$ cat src/rtl/mul_wb_buffer_pkg.sv
// Shared constants and entry type for the multiplier writeback buffer.
package mul_wb_buffer_pkg;
  localparam int MUL_WB_DEPTH = 2;
  localparam int MUL_WB_CNT_W = $clog2(MUL_WB_DEPTH + 1);

  typedef struct packed {
    logic [4:0]  rd;
    logic [31:0] data;
  } mul_wb_entry_t;
endpackage

$ cat src/rtl/mul_wb_fwd.sv
// Youngest-match forwarding lookup over the buffered multiplier results.
module mul_wb_fwd #(
  parameter int DEPTH  = 2,
  parameter int DATA_W = 32,
  parameter int PTR_W  = $clog2(DEPTH)
) (
  input  logic [DEPTH-1:0][4:0]        rd_i,
  input  logic [DEPTH-1:0][DATA_W-1:0] data_i,
  input  logic [DEPTH-1:0]             vld_i,
  input  logic [PTR_W-1:0]             wr_ptr_i,
  input  logic [4:0]                   rs_i,
  output logic                         hit_o,
  output logic [DATA_W-1:0]            data_o
);
  logic [PTR_W-1:0] idx;

  // Walk from the oldest slot (wr_ptr) to the youngest (wr_ptr-1); later matches override.
  always_comb begin
    hit_o  = 1'b0;
    data_o = '0;
    idx    = '0;
    for (int k = 0; k < DEPTH; k++) begin
      idx = wr_ptr_i + PTR_W'(k);
      if (vld_i[idx] && (rd_i[idx] == rs_i) && (rs_i != 5'd0)) begin
        hit_o  = 1'b1;
        data_o = data_i[idx];
      end
    end
  end
endmodule

$ cat src/rtl/mul_wb_buffer.sv
// Result FIFO between the multiplier and the register-file write port,
// with back-pressure to the multiplier and decode-stage forwarding.
module mul_wb_buffer
  import mul_wb_buffer_pkg::*;
#(
  parameter int DEPTH  = MUL_WB_DEPTH,
  parameter int DATA_W = 32,
  parameter int CNT_W  = $clog2(DEPTH + 1)
) (
  input  logic              clk,
  input  logic              rst_n,
  input  logic              mul_valid_i,
  input  logic [DATA_W-1:0] mul_result_i,
  input  logic [4:0]        mul_rd_i,
  output logic              ex_ready_o,
  input  logic              flush_i,
  output logic              wb_valid_o,
  output logic [4:0]        wb_rd_o,
  output logic [DATA_W-1:0] wb_data_o,
  input  logic              wb_ready_i,
  input  logic [4:0]        fwd_rs1_i,
  input  logic [4:0]        fwd_rs2_i,
  output logic              fwd_hit1_o,
  output logic              fwd_hit2_o,
  output logic [DATA_W-1:0] fwd_data1_o,
  output logic [DATA_W-1:0] fwd_data2_o,
  output logic [CNT_W-1:0]  count_o
);
  localparam int PTR_W = $clog2(DEPTH);

  logic [DEPTH-1:0][4:0]        rd_q, rd_d;
  logic [DEPTH-1:0][DATA_W-1:0] data_q, data_d;
  logic [DEPTH-1:0]             vld_q, vld_d;
  logic [PTR_W-1:0]             rd_ptr_q, rd_ptr_d, wr_ptr_q, wr_ptr_d;
  logic [CNT_W-1:0]             count_q, count_d;
  logic                         push, pop;

  // Ready depends only on registered occupancy and reset, never on wb_ready_i/flush_i.
  assign ex_ready_o = (count_q != CNT_W'(DEPTH)) & rst_n;
  assign wb_valid_o = (count_q != '0);
  assign wb_rd_o    = wb_valid_o ? rd_q[rd_ptr_q]   : 5'd0;
  assign wb_data_o  = wb_valid_o ? data_q[rd_ptr_q] : '0;
  assign count_o    = count_q;

  // rd==0 results are accepted but dropped: x0 is never written.
  assign push = mul_valid_i & ex_ready_o & (mul_rd_i != 5'd0);
  assign pop  = wb_valid_o & wb_ready_i;

  always_comb begin
    rd_d     = rd_q;
    data_d   = data_q;
    vld_d    = vld_q;
    rd_ptr_d = rd_ptr_q;
    wr_ptr_d = wr_ptr_q;
    count_d  = count_q;
    if (flush_i) begin
      vld_d    = '0;
      rd_ptr_d = '0;
      wr_ptr_d = '0;
      count_d  = '0;
    end else begin
      if (pop) begin
        vld_d[rd_ptr_q] = 1'b0;
        rd_ptr_d        = rd_ptr_q + PTR_W'(1);
      end
      if (push) begin
        vld_d[wr_ptr_q]  = 1'b1;
        rd_d[wr_ptr_q]   = mul_rd_i;
        data_d[wr_ptr_q] = mul_result_i;
        wr_ptr_d         = wr_ptr_q + PTR_W'(1);
      end
      if (push && !pop)      count_d = count_q + CNT_W'(1);
      else if (pop && !push) count_d = count_q - CNT_W'(1);
    end
  end

  always_ff @(posedge clk) begin
    if (!rst_n) begin
      rd_q     <= '0;
      data_q   <= '0;
      vld_q    <= '0;
      rd_ptr_q <= '0;
      wr_ptr_q <= '0;
      count_q  <= '0;
    end else begin
      rd_q     <= rd_d;
      data_q   <= data_d;
      vld_q    <= vld_d;
      rd_ptr_q <= rd_ptr_d;
      wr_ptr_q <= wr_ptr_d;
      count_q  <= count_d;
    end
  end

  mul_wb_fwd #(.DEPTH(DEPTH), .DATA_W(DATA_W), .PTR_W(PTR_W)) u_fwd1 (
    .rd_i(rd_q), .data_i(data_q), .vld_i(vld_q), .wr_ptr_i(wr_ptr_q),
    .rs_i(fwd_rs1_i), .hit_o(fwd_hit1_o), .data_o(fwd_data1_o)
  );

  mul_wb_fwd #(.DEPTH(DEPTH), .DATA_W(DATA_W), .PTR_W(PTR_W)) u_fwd2 (
    .rd_i(rd_q), .data_i(data_q), .vld_i(vld_q), .wr_ptr_i(wr_ptr_q),
    .rs_i(fwd_rs2_i), .hit_o(fwd_hit2_o), .data_o(fwd_data2_o)
  );
endmodule

$ cat config.mk
export PLATFORM = sky130hd
export DESIGN_NAME = mul_wb_buffer
export DESIGN_NICKNAME = d
export VERILOG_FILES = /design/src/rtl/mul_wb_buffer_pkg.sv /design/src/rtl/mul_wb_fwd.sv /design/src/rtl/mul_wb_buffer.sv
export SDC_FILE = /design/constraint.sdc
export NUM_CORES = 1
export LEC_CHECK = 0
export BUFFER_PORTS_ARGS = -buffer_cell sky130_fd_sc_hd__buf_2
export CAP_MARGIN = 20
export CORE_AREA = 4 4 98 137
export CTS_BUF_LIST = sky130_fd_sc_hd__clkbuf_8
export DETAILED_ROUTE_END_ITERATION = 10
export DIE_AREA = 0 0 102 141
export PLACE_DENSITY = 0.83
export SKIP_LAST_GASP = 1
export SYNTH_ARGS = -nofsm -noshare
export SYNTH_HDL_FRONTEND = slang
export SYNTH_HIERARCHICAL = 1
export SYNTH_SLANG_ARGS = --single-unit
$ cat constraint.sdc
create_clock -name clk -period 3.3 [get_ports clk]
set_input_delay 0.66 -clock clk [delete_from_list [all_inputs] [get_ports clk]]
set_output_delay 0.66 -clock clk [all_outputs]
set_load 0.02 [all_outputs]
==> results.txt <==
----------------------------------------------------
[Outcome]
  Outcome ... complete, no violations

[Placement]
  Post-DP HPWL ... 13020 microns
  Post-Place Cell Area ... 7794 sq um
  Port buffer count ... 158
  RePlAce Congestion ... 0.8472
  Placed cell count ... 1033

[Power]
  Combinational fraction of design power ... 15.1%
  Cell internal power dissipation ... 0.001613 W
  Net switching power of the design ... 0.0005736 W
  Cell area power density ... 266.3 nW/um^2
  Total power ... 0.002186 W
  Static Leak ... 2.987 nW
  Switching Fraction ... 26.23%
  Clock Power Share ... 39.1%
  Portion of total power attributed to sequential cells ... 45.9%
  Worst IR Drop VDD ... 0.2468 mV

[Detailed routing]
  Number of vias in the routed layout ... 6165
  DR WL/cell ... 18.17 microns
  Drt initial violations ... 245
  Final routed wirelength across all metal layers ... 19270 microns
  # DRC ... 0
  Initial DRT Pass Iterations ... 5
  Number of antenna-violating nets in the routed design ... 0
  Vias per cell ... 5.811

[Layout]
  Final standard cell area without fillers ... 8209 sq um
  Total inserted antenna cells ... 0
  Most frequent standard cell in the layout excluding fill and tap cells ... sky130_fd_sc_hd__mux2i_1
  Final Non-Filler Cells ... 1061
  Net count, final ... 959
  Final core area utilization ... 67.00%
  Layout area overhead ... 19.42%
  Share of layout cells above drive strength 1 ... 34.14%
  Commonest non-fill, non-tap cells in the layout ... sky130_fd_sc_hd__mux2i_1 (255), sky130_fd_sc_hd__buf_2 (156), sky130_fd_sc_hd__nand2_1 (114), sky130_fd_sc_hd__dfxtp_1 (78)

[Synthesis]
  Cell types occupying the most area after synthesis ... sky130_fd_sc_hd__mux2i_1 (38%), sky130_fd_sc_hd__dfxtp_1 (23%), sky130_fd_sc_hd__mux2_2 (10%)
  Post-synth net total ... 804
  Post-synthesis cell type count ... 38
  Average cell area after synthesis ... 9.153 sq um
  Total standard cell area after synthesis ... 6874 sq um
  Sequential cell area fraction in the yosys report ... 23.30%
  Top cell type's share of synthesized area ... 37.71%
  Register bit total from synthesis ... 80
  Post-synthesis instance total ... 751
  Count of synthesis-stage warnings from yosys ... 6
  Largest area contributor in the synthesized netlist ... sky130_fd_sc_hd__mux2i_1

[STA]
  Final-layout worst hold slack ... 0.5202 ns
  Fmax ... 0.3125 GHz
  Max-slew violation count ... 0
  Transition time at the pin with the least slew margin ... 0.8118 ns
  Post-route clock skew ... 0.007604 ns
  Final hold violation count ... 0
  Max-Slew Margin vs Limit ... 45.88%
  Final-report setup violation count ... 0
  Setup repair after global routing missed its margin ... true
  Final Cycle Share ... 96.96%
  Shortest clock period the worst path allows after layout ... 3.200 ns

[Clock network]
  Clock tree buffer depth ... 2
  Latest clock arrival within the worst-skew pair ... 0.35 ns
  CTS Root Buffer Type ... sky130_fd_sc_hd__clkbuf_8
  CTS clock-pin slew for the worst setup and hold paths ... 0.08 ns
  Sinks on Clock Net ... 80
  Clock tree from TritonCTS ... yes
  Total clock buffers created by CTS ... 9
  H-tree levels ... 3

[Die]
  Chip height ... 141 microns
  Core area ... 12250 sq um
  Effective utilization at floorplan ... 56.11%
  X dimension of the die ... 102 microns
  Number of top-level pins ... 159
  Die footprint ... 14380 sq um
  Number of core rows ... 48

[Setup path]
  Startpoint type of the worst setup path ... flip-flop
  Arrival time of data at the critical path endpoint ... 2.54 ns
  Kind of critical path ... reg -> out
  Max Fanout on Critical Path ... 10
  Element type at the critical path end ... output pin
  Data required time at the worst endpoint ... 2.64 ns

[Global route]
  GRT Residual Overflow ... 0
  Pin count of the biggest net entering global routing ... 85
  Initial antenna violation count ... 0
  Number of global-route vias before repair ... 5952
  Global router's overall resource usage ... 25.65%
  Wire length of the first global-routing pass ... 29660 microns

[Job]
  Number of violations of the max-capacitance limit ... 0

[Min path]
  Hold crit path type ... reg -> reg

----------------------------------------------------
-- synthesized netlist by cell type (all sizes together) --
cell type  instances
a21oi              2
a21o               2
and2               1
clkbuf            23
nand2            114
nand3             66
a31o               2
nor2              43
xnor2             10
nand4              2
a2111oi            2
or4                3
a32oi              2
mux2i            261
o21ai              1
nor4               3
or2                1
nor4b              1
buf               43
nor3               2
o21bai             1
nor2b              3
or3                1
ha                 1
dfxtp             80
nand2b             6
xor2              10
mux2              64
inv                1
-- cell type report --
type | count | area, sq um
Sequential cell | 80 | 1607
Inverter | 1 | 3.754
Tap cell | 150 | 187.7
Timing Repair Buffer | 210 | 1309
Multi-Input combinational cell | 604 | 4867
Clock buffer | 9 | 123.9
Clock inverter | 7 | 111.4
Fill cell | 1002 | 4043
-- logic make-up after synthesis --
group | count (synthesis) | synth area share [%]
multiplexers | 325 | 48.85
AND/OR/NAND/NOR | 246 | 16.60
flip-flops | 80 | 23.30
buffers and inverters | 67 | 6.662
XOR/XNOR | 20 | 2.548
AO/OA/AOI/OAI | 12 | 1.857
adder cells (fa/ha/maj) | 1 | 0.1820
-- power groups by stage --
stage	Clock [W]	Combinational (W)	Sequential, W
2_1_floorplan	0	0.000220	0.00102
3_3_place_gp	0	0.000314	0.00102
3_5_place_dp	0	0.000320	0.00103
4_1_cts	0.000877	0.000322	0.00100
5_1_grt	0.000912	0.000351	0.00101
6_report	0.000854	0.000329	0.00100
-- worst max-delay path, cell delays in order, from the launching register on --
cell and delay [ns]:
sky130_fd_sc_hd__dfxtp_4 0.43, sky130_fd_sc_hd__buf_6 0.19, sky130_fd_sc_hd__mux2i_1 0.22, sky130_fd_sc_hd__xor2_1 0.19
sky130_fd_sc_hd__nand4_1 0.16, sky130_fd_sc_hd__nor4_4 0.15, sky130_fd_sc_hd__buf_4 0.19, sky130_fd_sc_hd__buf_6 0.17
sky130_fd_sc_hd__mux2i_2 0.29, sky130_fd_sc_hd__buf_4 0.19
-- routing by layer --
| metal | vias to the layer above | share of wire (%) | global-route usage (%) |
|---|---|---|---|
| li1 | 2959 | - | - |
| met1 | 2925 | 39 | 30.44 |
| met2 | 229 | 52 | 45.12 |
| met3 | 52 | 5.6 | 3.267 |
| met4 | 0 | 3.2 | 11.68 |
| met5 | - | 0 | 0 |
-- final timing paths --
kind               from              to  slack, ns  cells past startpoint
min          data_q[15]      data_q[15]       0.52                      2
max            wr_ptr_q  fwd_data2_o[1]       0.10                      9
max reg2reg    wr_ptr_q      data_q[47]       1.10                      4
min reg2reg  data_q[15]      data_q[15]       0.52                      2
-- registers in the layout (all words and copies together) (netlist names) --
register and cells:
count_o 2, vld_q 2, data_q 64, rd_ptr_q 1
rd_q 10, wr_ptr_q 1
-- through the flow --
stage	setup slack [ns]	setup TNS, ns
finish	0.1002	0
global route	-0.02617	-0.08200
CTS	0.003024	0
detailed placement	-0.1129	-1.704
global placement	-0.02663	-0.4598
floorplan	0.4420	0
-- repair_timing --
action | 4_1_cts | 5_1_grt
buffers inserted | 4 | 5
resized for setup | 6 | 14
endpoints found under the setup margin | 66 | 61
cloned | 0 | 3
hold buffers | 0 | 0
pin swaps | 3 | 1
No activity file was read; power rests on OpenSTA's default activity.
